==> src/rtl/next_kbd_pkg.sv <==
// Shared constants, FSM state and event payload types for the NeXT keyboard link.
// Used by the device model (next_kbd_device) and by the matching host block.
package next_kbd_pkg;

    localparam int unsigned QUERY_BITS = 8;
    localparam int unsigned CMD_BITS   = 21;
    localparam int unsigned REPLY_BITS = 20;
    localparam int unsigned EV_W       = 16;

    localparam logic [QUERY_BITS-1:0] QUERY_KB      = 8'h08;
    localparam logic [QUERY_BITS-1:0] QUERY_MS      = 8'h88;
    localparam logic [CMD_BITS-1:0]   CMD_RESET     = 21'h1EFC00;
    localparam logic [11:0]           CMD_LED_PFX   = 12'h00E;
    localparam logic [REPLY_BITS-1:0] RESP_READY    = 20'h80300;
    localparam logic [2:0]            RESP_DATA_TAG = 3'b010;

    typedef enum logic [2:0] {
        ST_IDLE,
        ST_RX_START,
        ST_RX_BITS,
        ST_DECODE,
        ST_TURN,
        ST_TX
    } state_t;

    typedef enum logic [1:0] {
        SRC_NONE,
        SRC_KB,
        SRC_MS
    } src_t;

    typedef struct packed {
        logic [7:0] hi;
        logic [7:0] lo;
    } ev_data_t;

    // Data reply word: {0, hi, tag, lo}, sent LSB first.
    function automatic logic [REPLY_BITS-1:0] pack_reply(input ev_data_t d);
        return {1'b0, d.hi, RESP_DATA_TAG, d.lo};
    endfunction

endpackage

==> src/rtl/next_kbd_device_if.sv <==
// Serial line, key/mouse event and status signals of the NeXT keyboard device.
// master = host/event source side, slave = device side.
interface next_kbd_device_if;
    import next_kbd_pkg::*;

    logic       kb_in;
    logic       kb_out;
    logic       kb_ev_valid;
    ev_data_t   kb_ev_data;
    logic       kb_ev_ready;
    logic       ms_ev_valid;
    ev_data_t   ms_ev_data;
    logic       ms_ev_ready;
    logic [1:0] led_out;
    logic       led_valid;
    logic       online;

    modport master (
        output kb_in, kb_ev_valid, kb_ev_data, ms_ev_valid, ms_ev_data,
        input  kb_out, kb_ev_ready, ms_ev_ready, led_out, led_valid, online
    );

    modport slave (
        input  kb_in, kb_ev_valid, kb_ev_data, ms_ev_valid, ms_ev_data,
        output kb_out, kb_ev_ready, ms_ev_ready, led_out, led_valid, online
    );

endinterface

==> src/rtl/next_kbd_bit_timer.sv <==
// Free-running bit-period counter; load restarts the period, strobes fire at
// mid-bit (half_tick_c) and at the end of the period (bit_tick_c).
module next_kbd_bit_timer #(
    parameter int unsigned BIT_CLKS = 265
) (
    input  logic clk,
    input  logic rst,
    input  logic load,
    output logic half_tick_c,
    output logic bit_tick_c
);

    localparam int unsigned CNT_W = $clog2(BIT_CLKS);
    localparam int unsigned HALF  = BIT_CLKS / 2;

    logic [CNT_W-1:0] cnt_q, cnt_d;

    assign half_tick_c = (cnt_q == CNT_W'(HALF - 1));
    assign bit_tick_c  = (cnt_q == CNT_W'(BIT_CLKS - 1));

    always_comb begin
        cnt_d = cnt_q + CNT_W'(1);
        if (load || bit_tick_c) begin
            cnt_d = '0;
        end
    end

    always_ff @(posedge clk) begin
        if (rst) begin
            cnt_q <= '0;
        end else begin
            cnt_q <= cnt_d;
        end
    end

endmodule

==> src/rtl/next_kbd_device.sv <==
// NeXT keyboard/mouse device end: receives host queries/commands on kb_in, replies on kb_out.
// Optional macro NEXT_KBD_START_CHECK_EN: reject start bits that are high again at mid-bit.
module next_kbd_device
    import next_kbd_pkg::*;
#(
    parameter int unsigned BIT_CLKS        = 265,
    parameter int unsigned TURNAROUND_BITS = 3
) (
    input  logic             clk,
    input  logic             rst,
    next_kbd_device_if.slave bus
);

    localparam int unsigned CNT_W       = 8;
    localparam int unsigned TURN_HALVES = TURNAROUND_BITS + 1;

    state_t                  state_q, state_d;
    logic [2:0]              sync_q, sync_d;
    logic [CNT_W-1:0]        bit_cnt_q, bit_cnt_d;
    logic [CMD_BITS-1:0]     shreg_q, shreg_d;
    logic                    is_query_q, is_query_d;
    logic                    query_ms_q, query_ms_d;
    logic [REPLY_BITS-1:0]   reply_q, reply_d;
    src_t                    src_q, src_d;
    logic                    kb_out_q, kb_out_d;
    logic                    kb_rdy_q, kb_rdy_d;
    logic                    ms_rdy_q, ms_rdy_d;
    logic [1:0]              led_q, led_d;
    logic                    led_valid_q, led_valid_d;
    logic                    online_q, online_d;

    logic                    load_c;
    logic                    half_tick_c;
    logic                    bit_tick_c;
    logic                    line_c;
    logic                    fall_c;
    logic [CMD_BITS-1:0]     shift_c;
    logic [CNT_W-1:0]        bits_c;
    logic                    query8_c;
    logic                    full_c;

    next_kbd_bit_timer #(.BIT_CLKS(BIT_CLKS)) u_timer (
        .clk         (clk),
        .rst         (rst),
        .load        (load_c),
        .half_tick_c (half_tick_c),
        .bit_tick_c  (bit_tick_c)
    );

    // Synchronised line, falling-edge detect and receive shift helpers.
    assign sync_d   = {sync_q[1:0], bus.kb_in};
    assign line_c   = sync_q[1];
    assign fall_c   = sync_q[2] & ~sync_q[1];
    assign shift_c  = {shreg_q[CMD_BITS-2:0], line_c};
    assign bits_c   = bit_cnt_q + CNT_W'(1);
    assign query8_c = (bits_c == CNT_W'(QUERY_BITS)) &&
                      ((shift_c[QUERY_BITS-1:0] == QUERY_KB) ||
                       (shift_c[QUERY_BITS-1:0] == QUERY_MS));
    assign full_c   = (bits_c == CNT_W'(CMD_BITS));

    always_ff @(posedge clk) begin
        if (rst) begin
            state_q <= ST_IDLE;
        end else begin
            state_q <= state_d;
        end
    end

    always_comb begin
        state_d = state_q;
        case (state_q)
            ST_IDLE: begin
                if (fall_c) state_d = ST_RX_START;
            end
            ST_RX_START: begin
                if (half_tick_c) begin
`ifdef NEXT_KBD_START_CHECK_EN
                    state_d = line_c ? ST_IDLE : ST_RX_BITS;
`else
                    state_d = ST_RX_BITS;
`endif
                end
            end
            ST_RX_BITS: begin
                if (bit_tick_c && (query8_c || full_c)) state_d = ST_DECODE;
            end
            ST_DECODE: begin
                state_d = (is_query_q && online_q) ? ST_TURN : ST_IDLE;
            end
            ST_TURN: begin
                if (half_tick_c && (bit_cnt_q == CNT_W'(TURN_HALVES - 1))) state_d = ST_TX;
            end
            ST_TX: begin
                if (bit_tick_c && (bit_cnt_q == CNT_W'(REPLY_BITS))) state_d = ST_IDLE;
            end
            default: state_d = ST_IDLE;
        endcase
    end

    always_comb begin
        load_c      = 1'b0;
        bit_cnt_d   = bit_cnt_q;
        shreg_d     = shreg_q;
        is_query_d  = is_query_q;
        query_ms_d  = query_ms_q;
        reply_d     = reply_q;
        src_d       = src_q;
        kb_out_d    = kb_out_q;
        kb_rdy_d    = 1'b0;
        ms_rdy_d    = 1'b0;
        led_d       = led_q;
        led_valid_d = 1'b0;
        online_d    = online_q;
        case (state_q)
            ST_IDLE: begin
                if (fall_c) begin
                    load_c     = 1'b1;
                    bit_cnt_d  = '0;
                    shreg_d    = '0;
                    is_query_d = 1'b0;
                end
            end
            ST_RX_START: begin
                if (half_tick_c) load_c = 1'b1;
            end
            ST_RX_BITS: begin
                if (bit_tick_c) begin
                    shreg_d    = shift_c;
                    bit_cnt_d  = bits_c;
                    is_query_d = query8_c;
                    query_ms_d = shift_c[QUERY_BITS-1];
                end
            end
            ST_DECODE: begin
                bit_cnt_d = '0;
                if (!is_query_q) begin
                    if (shreg_q == CMD_RESET) begin
                        online_d = 1'b1;
                    end else if (shreg_q[CMD_BITS-1:9] == CMD_LED_PFX) begin
                        led_d       = shreg_q[8:7];
                        led_valid_d = 1'b1;
                    end
                end
            end
            ST_TURN: begin
                // Turnaround ends on the (TURNAROUND_BITS+1)th mid-bit strobe after the last sample.
                if (half_tick_c) begin
                    bit_cnt_d = bit_cnt_q + CNT_W'(1);
                    if (bit_cnt_q == CNT_W'(TURN_HALVES - 1)) begin
                        load_c    = 1'b1;
                        bit_cnt_d = '0;
                        kb_out_d  = 1'b0;
                        if (!query_ms_q && bus.kb_ev_valid) begin
                            reply_d = pack_reply(bus.kb_ev_data);
                            src_d   = SRC_KB;
                        end else if (query_ms_q && bus.ms_ev_valid) begin
                            reply_d = pack_reply(bus.ms_ev_data);
                            src_d   = SRC_MS;
                        end else begin
                            reply_d = RESP_READY;
                            src_d   = SRC_NONE;
                        end
                    end
                end
            end
            ST_TX: begin
                if (bit_tick_c) begin
                    if (bit_cnt_q == CNT_W'(REPLY_BITS)) begin
                        kb_out_d = 1'b1;
                        kb_rdy_d = (src_q == SRC_KB);
                        ms_rdy_d = (src_q == SRC_MS);
                        src_d    = SRC_NONE;
                    end else begin
                        kb_out_d  = reply_q[0];
                        reply_d   = {1'b0, reply_q[REPLY_BITS-1:1]};
                        bit_cnt_d = bit_cnt_q + CNT_W'(1);
                    end
                end
            end
            default: ;
        endcase
    end

    always_ff @(posedge clk) begin
        if (rst) begin
            sync_q      <= 3'b111;
            bit_cnt_q   <= '0;
            shreg_q     <= '0;
            is_query_q  <= 1'b0;
            query_ms_q  <= 1'b0;
            reply_q     <= '0;
            src_q       <= SRC_NONE;
            kb_out_q    <= 1'b1;
            kb_rdy_q    <= 1'b0;
            ms_rdy_q    <= 1'b0;
            led_q       <= 2'b00;
            led_valid_q <= 1'b0;
            online_q    <= 1'b0;
        end else begin
            sync_q      <= sync_d;
            bit_cnt_q   <= bit_cnt_d;
            shreg_q     <= shreg_d;
            is_query_q  <= is_query_d;
            query_ms_q  <= query_ms_d;
            reply_q     <= reply_d;
            src_q       <= src_d;
            kb_out_q    <= kb_out_d;
            kb_rdy_q    <= kb_rdy_d;
            ms_rdy_q    <= ms_rdy_d;
            led_q       <= led_d;
            led_valid_q <= led_valid_d;
            online_q    <= online_d;
        end
    end

    assign bus.kb_out      = kb_out_q;
    assign bus.kb_ev_ready = kb_rdy_q;
    assign bus.ms_ev_ready = ms_rdy_q;
    assign bus.led_out     = led_q;
    assign bus.led_valid   = led_valid_q;
    assign bus.online      = online_q;

endmodule

==> src/flat_wrapper.sv <==
// flat-port wrapper written by rule: the top's interface ports become plain ports
module next_kbd_device_flat import next_kbd_pkg::*;
#(
    parameter int unsigned BIT_CLKS        = 265,
    parameter int unsigned TURNAROUND_BITS = 3
)
  (clk, rst, bus_kb_in, bus_kb_ev_valid, bus_kb_ev_data, bus_ms_ev_valid, bus_ms_ev_data, bus_kb_out, bus_kb_ev_ready, bus_ms_ev_ready, bus_led_out, bus_led_valid, bus_online);
  next_kbd_device_if bus_i ();
  input  logic clk;
  input  logic rst;
  input wire logic [$bits(bus_i.kb_in)-1:0] bus_kb_in;
  input wire logic [$bits(bus_i.kb_ev_valid)-1:0] bus_kb_ev_valid;
  input wire logic [$bits(bus_i.kb_ev_data)-1:0] bus_kb_ev_data;
  input wire logic [$bits(bus_i.ms_ev_valid)-1:0] bus_ms_ev_valid;
  input wire logic [$bits(bus_i.ms_ev_data)-1:0] bus_ms_ev_data;
  output wire logic [$bits(bus_i.kb_out)-1:0] bus_kb_out;
  output wire logic [$bits(bus_i.kb_ev_ready)-1:0] bus_kb_ev_ready;
  output wire logic [$bits(bus_i.ms_ev_ready)-1:0] bus_ms_ev_ready;
  output wire logic [$bits(bus_i.led_out)-1:0] bus_led_out;
  output wire logic [$bits(bus_i.led_valid)-1:0] bus_led_valid;
  output wire logic [$bits(bus_i.online)-1:0] bus_online;
  assign bus_i.kb_in = bus_kb_in;
  assign bus_i.kb_ev_valid = bus_kb_ev_valid;
  assign bus_i.kb_ev_data = bus_kb_ev_data;
  assign bus_i.ms_ev_valid = bus_ms_ev_valid;
  assign bus_i.ms_ev_data = bus_ms_ev_data;
  assign bus_kb_out = bus_i.kb_out;
  assign bus_kb_ev_ready = bus_i.kb_ev_ready;
  assign bus_ms_ev_ready = bus_i.ms_ev_ready;
  assign bus_led_out = bus_i.led_out;
  assign bus_led_valid = bus_i.led_valid;
  assign bus_online = bus_i.online;
  next_kbd_device #(.BIT_CLKS(BIT_CLKS), .TURNAROUND_BITS(TURNAROUND_BITS)) u_core (.clk(clk), .rst(rst), .bus(bus_i));
endmodule
==> config.mk <==
export PLATFORM = sky130hd
export DESIGN_NAME = next_kbd_device_flat
export DESIGN_NICKNAME = d
export VERILOG_FILES = /design/src/rtl/next_kbd_pkg.sv /design/src/rtl/next_kbd_device_if.sv /design/src/rtl/next_kbd_bit_timer.sv /design/src/rtl/next_kbd_device.sv /design/src/flat_wrapper.sv
export SDC_FILE = /design/constraint.sdc
export NUM_CORES = 1
export LEC_CHECK = 0
export CAP_MARGIN = 40
export CORE_UTILIZATION = 35
export DETAILED_ROUTE_END_ITERATION = 10
export GPL_ROUTABILITY_DRIVEN = 0
export GPL_TIMING_DRIVEN = 0
export HOLD_SLACK_MARGIN = 0.15
export SLEW_MARGIN = 0
export SYNTH_ARGS = -nofsm -noshare
export SYNTH_HDL_FRONTEND = slang
export SYNTH_SLANG_ARGS = --single-unit
==> constraint.sdc <==
create_clock -name clk -period 2 [get_ports clk]
set_input_delay 0.4 -clock clk [delete_from_list [all_inputs] [get_ports clk]]
set_output_delay 0.4 -clock clk [all_outputs]
set_load 0.02 [all_outputs]
==> out/results.tsv <==
stage	metric	value	unit
timing	final setup margin	-10.2	ps
logic_synthesis	Async SR Flop Fraction	0	
final_layout	Fill cells	940	
clocking	H-tree Lvls	3	
clocking	Worst-path clk slew	90	ps
final_layout	layout cells sized above 1	0.160	
logic_synthesis	Yosys warning total	0	
timing	RSZ-0062 raised after global routing	true	
timing	clock skew	13.9	ps
final_layout	Layout Area Growth over Synthesis	30.7	%
final_layout	area taken by multi-input logic gates	2080	um^2
worst_setup_path	Crit. Startpoint	u_core.u_timer.cnt_q[1]	
clocking	Clk Latency, worst-skew pair	360	ps
place	# port buffers	42	
floorplan	Die Span Y	104	um
drt	routed wire length	9390	um
timing	Pins Over Slew Limit	0	
worst_setup_path	FF-to-FF setup slack	-10	ps
floorplan	I/O pins	44	
global_route	antenna violations before repair	0	
floorplan	Site Rows	36	
clocking	CTS Buf Count	9	
floorplan	core box area	9860	um^2
drt	First-pass DRT Iterations	7	
logic_synthesis	Unique masters post-synth	48	
worst_setup_path	crit start category	register	
place	DP HPWL	6510	um
worst_setup_path	Worst R2R Path Depth	9	
timing	Final TNS setup	-32.9	ps
global_route	first-pass GRT wire length	16000	um
logic_synthesis	Synth Cell Area	3610	um^2
clocking	Clock Path Buffers	2	
drt	DRC viols	0	
logic_synthesis	sequential element share of the synthesized area	0.416	
worst_setup_path	crit path max fanout	6	
global_route	largest net degree at the start of global routing	17	
global_route	global route overflow	0	
pwr	leak pwr	0.00155	uW
floorplan	starting density of the core	0.366	
logic_synthesis	cell count after synthesis	432	
drt	antenna viol nets, final	0	
timing	Fmax	497	MHz
logic_synthesis	syn_nets	475	
final_layout	n_diodes	0	
logic_synthesis	#FFs+latches synth	75	
final_layout	Final Non-Filler Cells	633	
worst_setup_path	worst reg2reg startpoint	u_core.u_timer.cnt_q[1]	
worst_setup_path	worst path required time	2240	ps
floorplan	Die ar.	10700	um^2
timing	slew margin rel.	0.562	
final_layout	final net count	538	
run_status	failing checks	setup timing	
drt	DRT iter0 DRCs	248	
worst_setup_path	Setup CP Type	reg -> reg	
flow_run	maxcap violations	0	
global_route	gr usage total	0.181	
worst_setup_path	WP data arrival	2250	ps
logic_synthesis	EDFF count, synth	0	
worst_setup_path	CP Capture Type	register	
worst_hold_path	worst hold path class	reg -> reg	
worst_setup_path	Reg2Reg Capture Point	u_core.bit_cnt_q[3]	
pwr	pwr dens	669	nW/um^2
clocking	CTS tree	built	
timing	slew of the pin with the lowest slew margin	656	ps
timing	period utilisation layout	1.01	
drt	Routed wire per std cell	14.8	um
drt	total number of vias	3397	
logic_synthesis	average size of a mapped cell	8.35	um^2
timing	Hold Vio Cnt, Final	0	
final_layout	FF/Latch Area	1510	um^2
run_status	outcome	complete, but fails checks	
drt	routed vias/inst	5.37	
pwr	Max VDD drop	0.465	mV
floorplan	Die X	104	um
worst_setup_path	crit path to	u_core.bit_cnt_q[3]	
clocking	CTS root buffer	clkbuf_8	
place	DP Cell Count	607	
global_route	vias in the first global route	3409	
place	pre-CTS WS	-449	ps
timing	Final min period	2010	ps
timing	final setup vio count	6	
clocking	Sink Count	75	
logic_synthesis	Synth Flop Type	dfxtp_1	
==> cells in the mapped netlist (3+ instances only) <==
cell type / instances / area, um^2
and3_1: 5 / 31.3
a31oi_1: 4 / 25.0
or2_2: 3 / 18.8
nor2b_1: 3 / 18.8
clkbuf_1: 22 / 82.6
nand4_1: 5 / 31.3
o32ai_1: 3 / 26.3
nand2_1: 39 / 146
nor4_1: 6 / 37.5
o31ai_1: 3 / 22.5
and2_1: 5 / 31.3
o21ai_0: 8 / 40.0
inv_1: 10 / 37.5
buf_2: 6 / 30.0
nand3_1: 36 / 180
nor3b_1: 3 / 22.5
a32o_1: 5 / 50.1
dfxtp_1: 75 / 1500
a222oi_1: 16 / 160
a21oi_1: 49 / 245
nand2b_1: 37 / 231
xor2_1: 9 / 78.8
nor3_1: 7 / 35.0
mux2i_1: 5 / 50.1
ha_1: 6 / 75.1
nor2_1: 31 / 116
==> state kept, by name, summed over array words and instances (netlist names) <==
register / count
u_core.shreg_q: 21
u_core.reply_q: 20
u_core.u_timer.cnt_q: 9
u_core.bit_cnt_q: 8
u_core.state_q: 3
u_core.sync_q: 3
u_core.bus.led_out: 2
u_core.src_q: 2
u_core.bus.kb_ev_ready: 1
u_core.bus.kb_out: 1
u_core.bus.led_valid: 1
u_core.bus.ms_ev_ready: 1
u_core.bus.online: 1
u_core.is_query_q: 1
u_core.query_ms_q: 1
==> worst min path at each step <==
stage	from	to	slack (ps)	cells past startpoint
after floorplan	u_core.sync_q[0]	u_core.sync_q[1]	390	1
after global placement	u_core.sync_q[0]	u_core.sync_q[1]	390	1
after detailed placement	u_core.sync_q[0]	u_core.sync_q[1]	400	1
after CTS	u_core.src_q[0]	u_core.bus.ms_ev_ready	430	1
after global routing	u_core.sync_q[0]	u_core.sync_q[1]	450	1
final	u_core.src_q[0]	u_core.bus.ms_ev_ready	420	1
==> placed cells by master, fill, tap and decap left out, drive strengths merged, types with 2 or more instances in the layout <==
cell type	synthesis	final
inv	10	15
o21a	2	2
clkbuf	22	28
o2111ai	2	2
a31oi	4	4
nand3	36	36
o31ai	3	3
a32o	5	5
nand4	5	5
and3	5	5
or2	3	3
nand3b	2	2
ha	6	6
dfxtp	75	75
xor2	9	9
a21oi	49	49
nand2	39	39
o32ai	3	3
xnor2	2	2
a211oi	2	2
nor4	8	8
nand2b	37	37
o21ai	8	8
a222oi	16	16
or4	3	3
buf	9	22
nor4bb	2	2
and2	5	5
nor3b	3	3
clkdlybuf4s50	0	42
mux2i	5	5
nor2	31	31
nor2b	3	3
nor3	7	7
==> kinds of logic (layout without fill, tap and decap cells) <==
kind of cell / Yosys count / after routing / synth area share
simple gates: 192 / 192 / 0.286
compound gates: 102 / 102 / 0.191
flops: 75 / 75 / 0.416
buf+inv: 41 / 109 / 0.0458
xor+xnor: 11 / 11 / 0.0267
fa+ha+maj: 6 / 6 / 0.0208
mux: 5 / 5 / 0.0139
==> cell type report <==
type	count	area share
Multi-Input combinational cell	316	0.442
Sequential cell	75	0.321
Timing Repair Buffer	57	0.114
Tap cell	133	0.0353
Inverter	10	0.00796
Clock inverter	7	0.0191
Clock buffer	9	0.0263
Buffer	26	0.0350
==> routing by layer <==
metal	global-route usage	share of wire	vias up
met1	0.223	0.45	1616
li1	-	-	1696
met2	0.314	0.49	76
met5	0	0	-
met4	0.0590	0.011	0
met3	0.0365	0.044	9
==> worst max-delay path, stage by stage, from the launching register on <==
cell,delay (ps)
dfxtp_4,380
inv_2,50
ha_4,140
and4b_2,250
mux2i_4,230
o31ai_2,90
o211a_1,160
buf_6,140
and2b_2,230
a32o_1,220
==> repair_timing <==
action / 4_1_cts / 5_1_grt
gates cloned: 3 / 0
pin swaps: 11 / 3
buffers inserted: 12 / 0
resized for setup: 37 / 15
endpoints found under the setup margin: 57 / 58
hold buffers: 0 / 0
==> metrics by stage <==
step	hold WS, ps	power, uW	utilization	instance area (um^2)
finish	422	3150	0.478	4720
global route	449	3290	0.478	4720
CTS	425	3180	0.475	4690
detailed placement	401	1870	0.432	4260
global placement	393	1870	0.432	4260
floorplan	389	1740	-	3670
==> report_power, final <==
group	internal (uW)	switching (uW)	leakage, uW
Clock	613	642	0.000110
Sequential	1510	14.5	0.000608
Combinational	185	191	0.000833
Note: power is estimated with default switching activity, not from simulation.
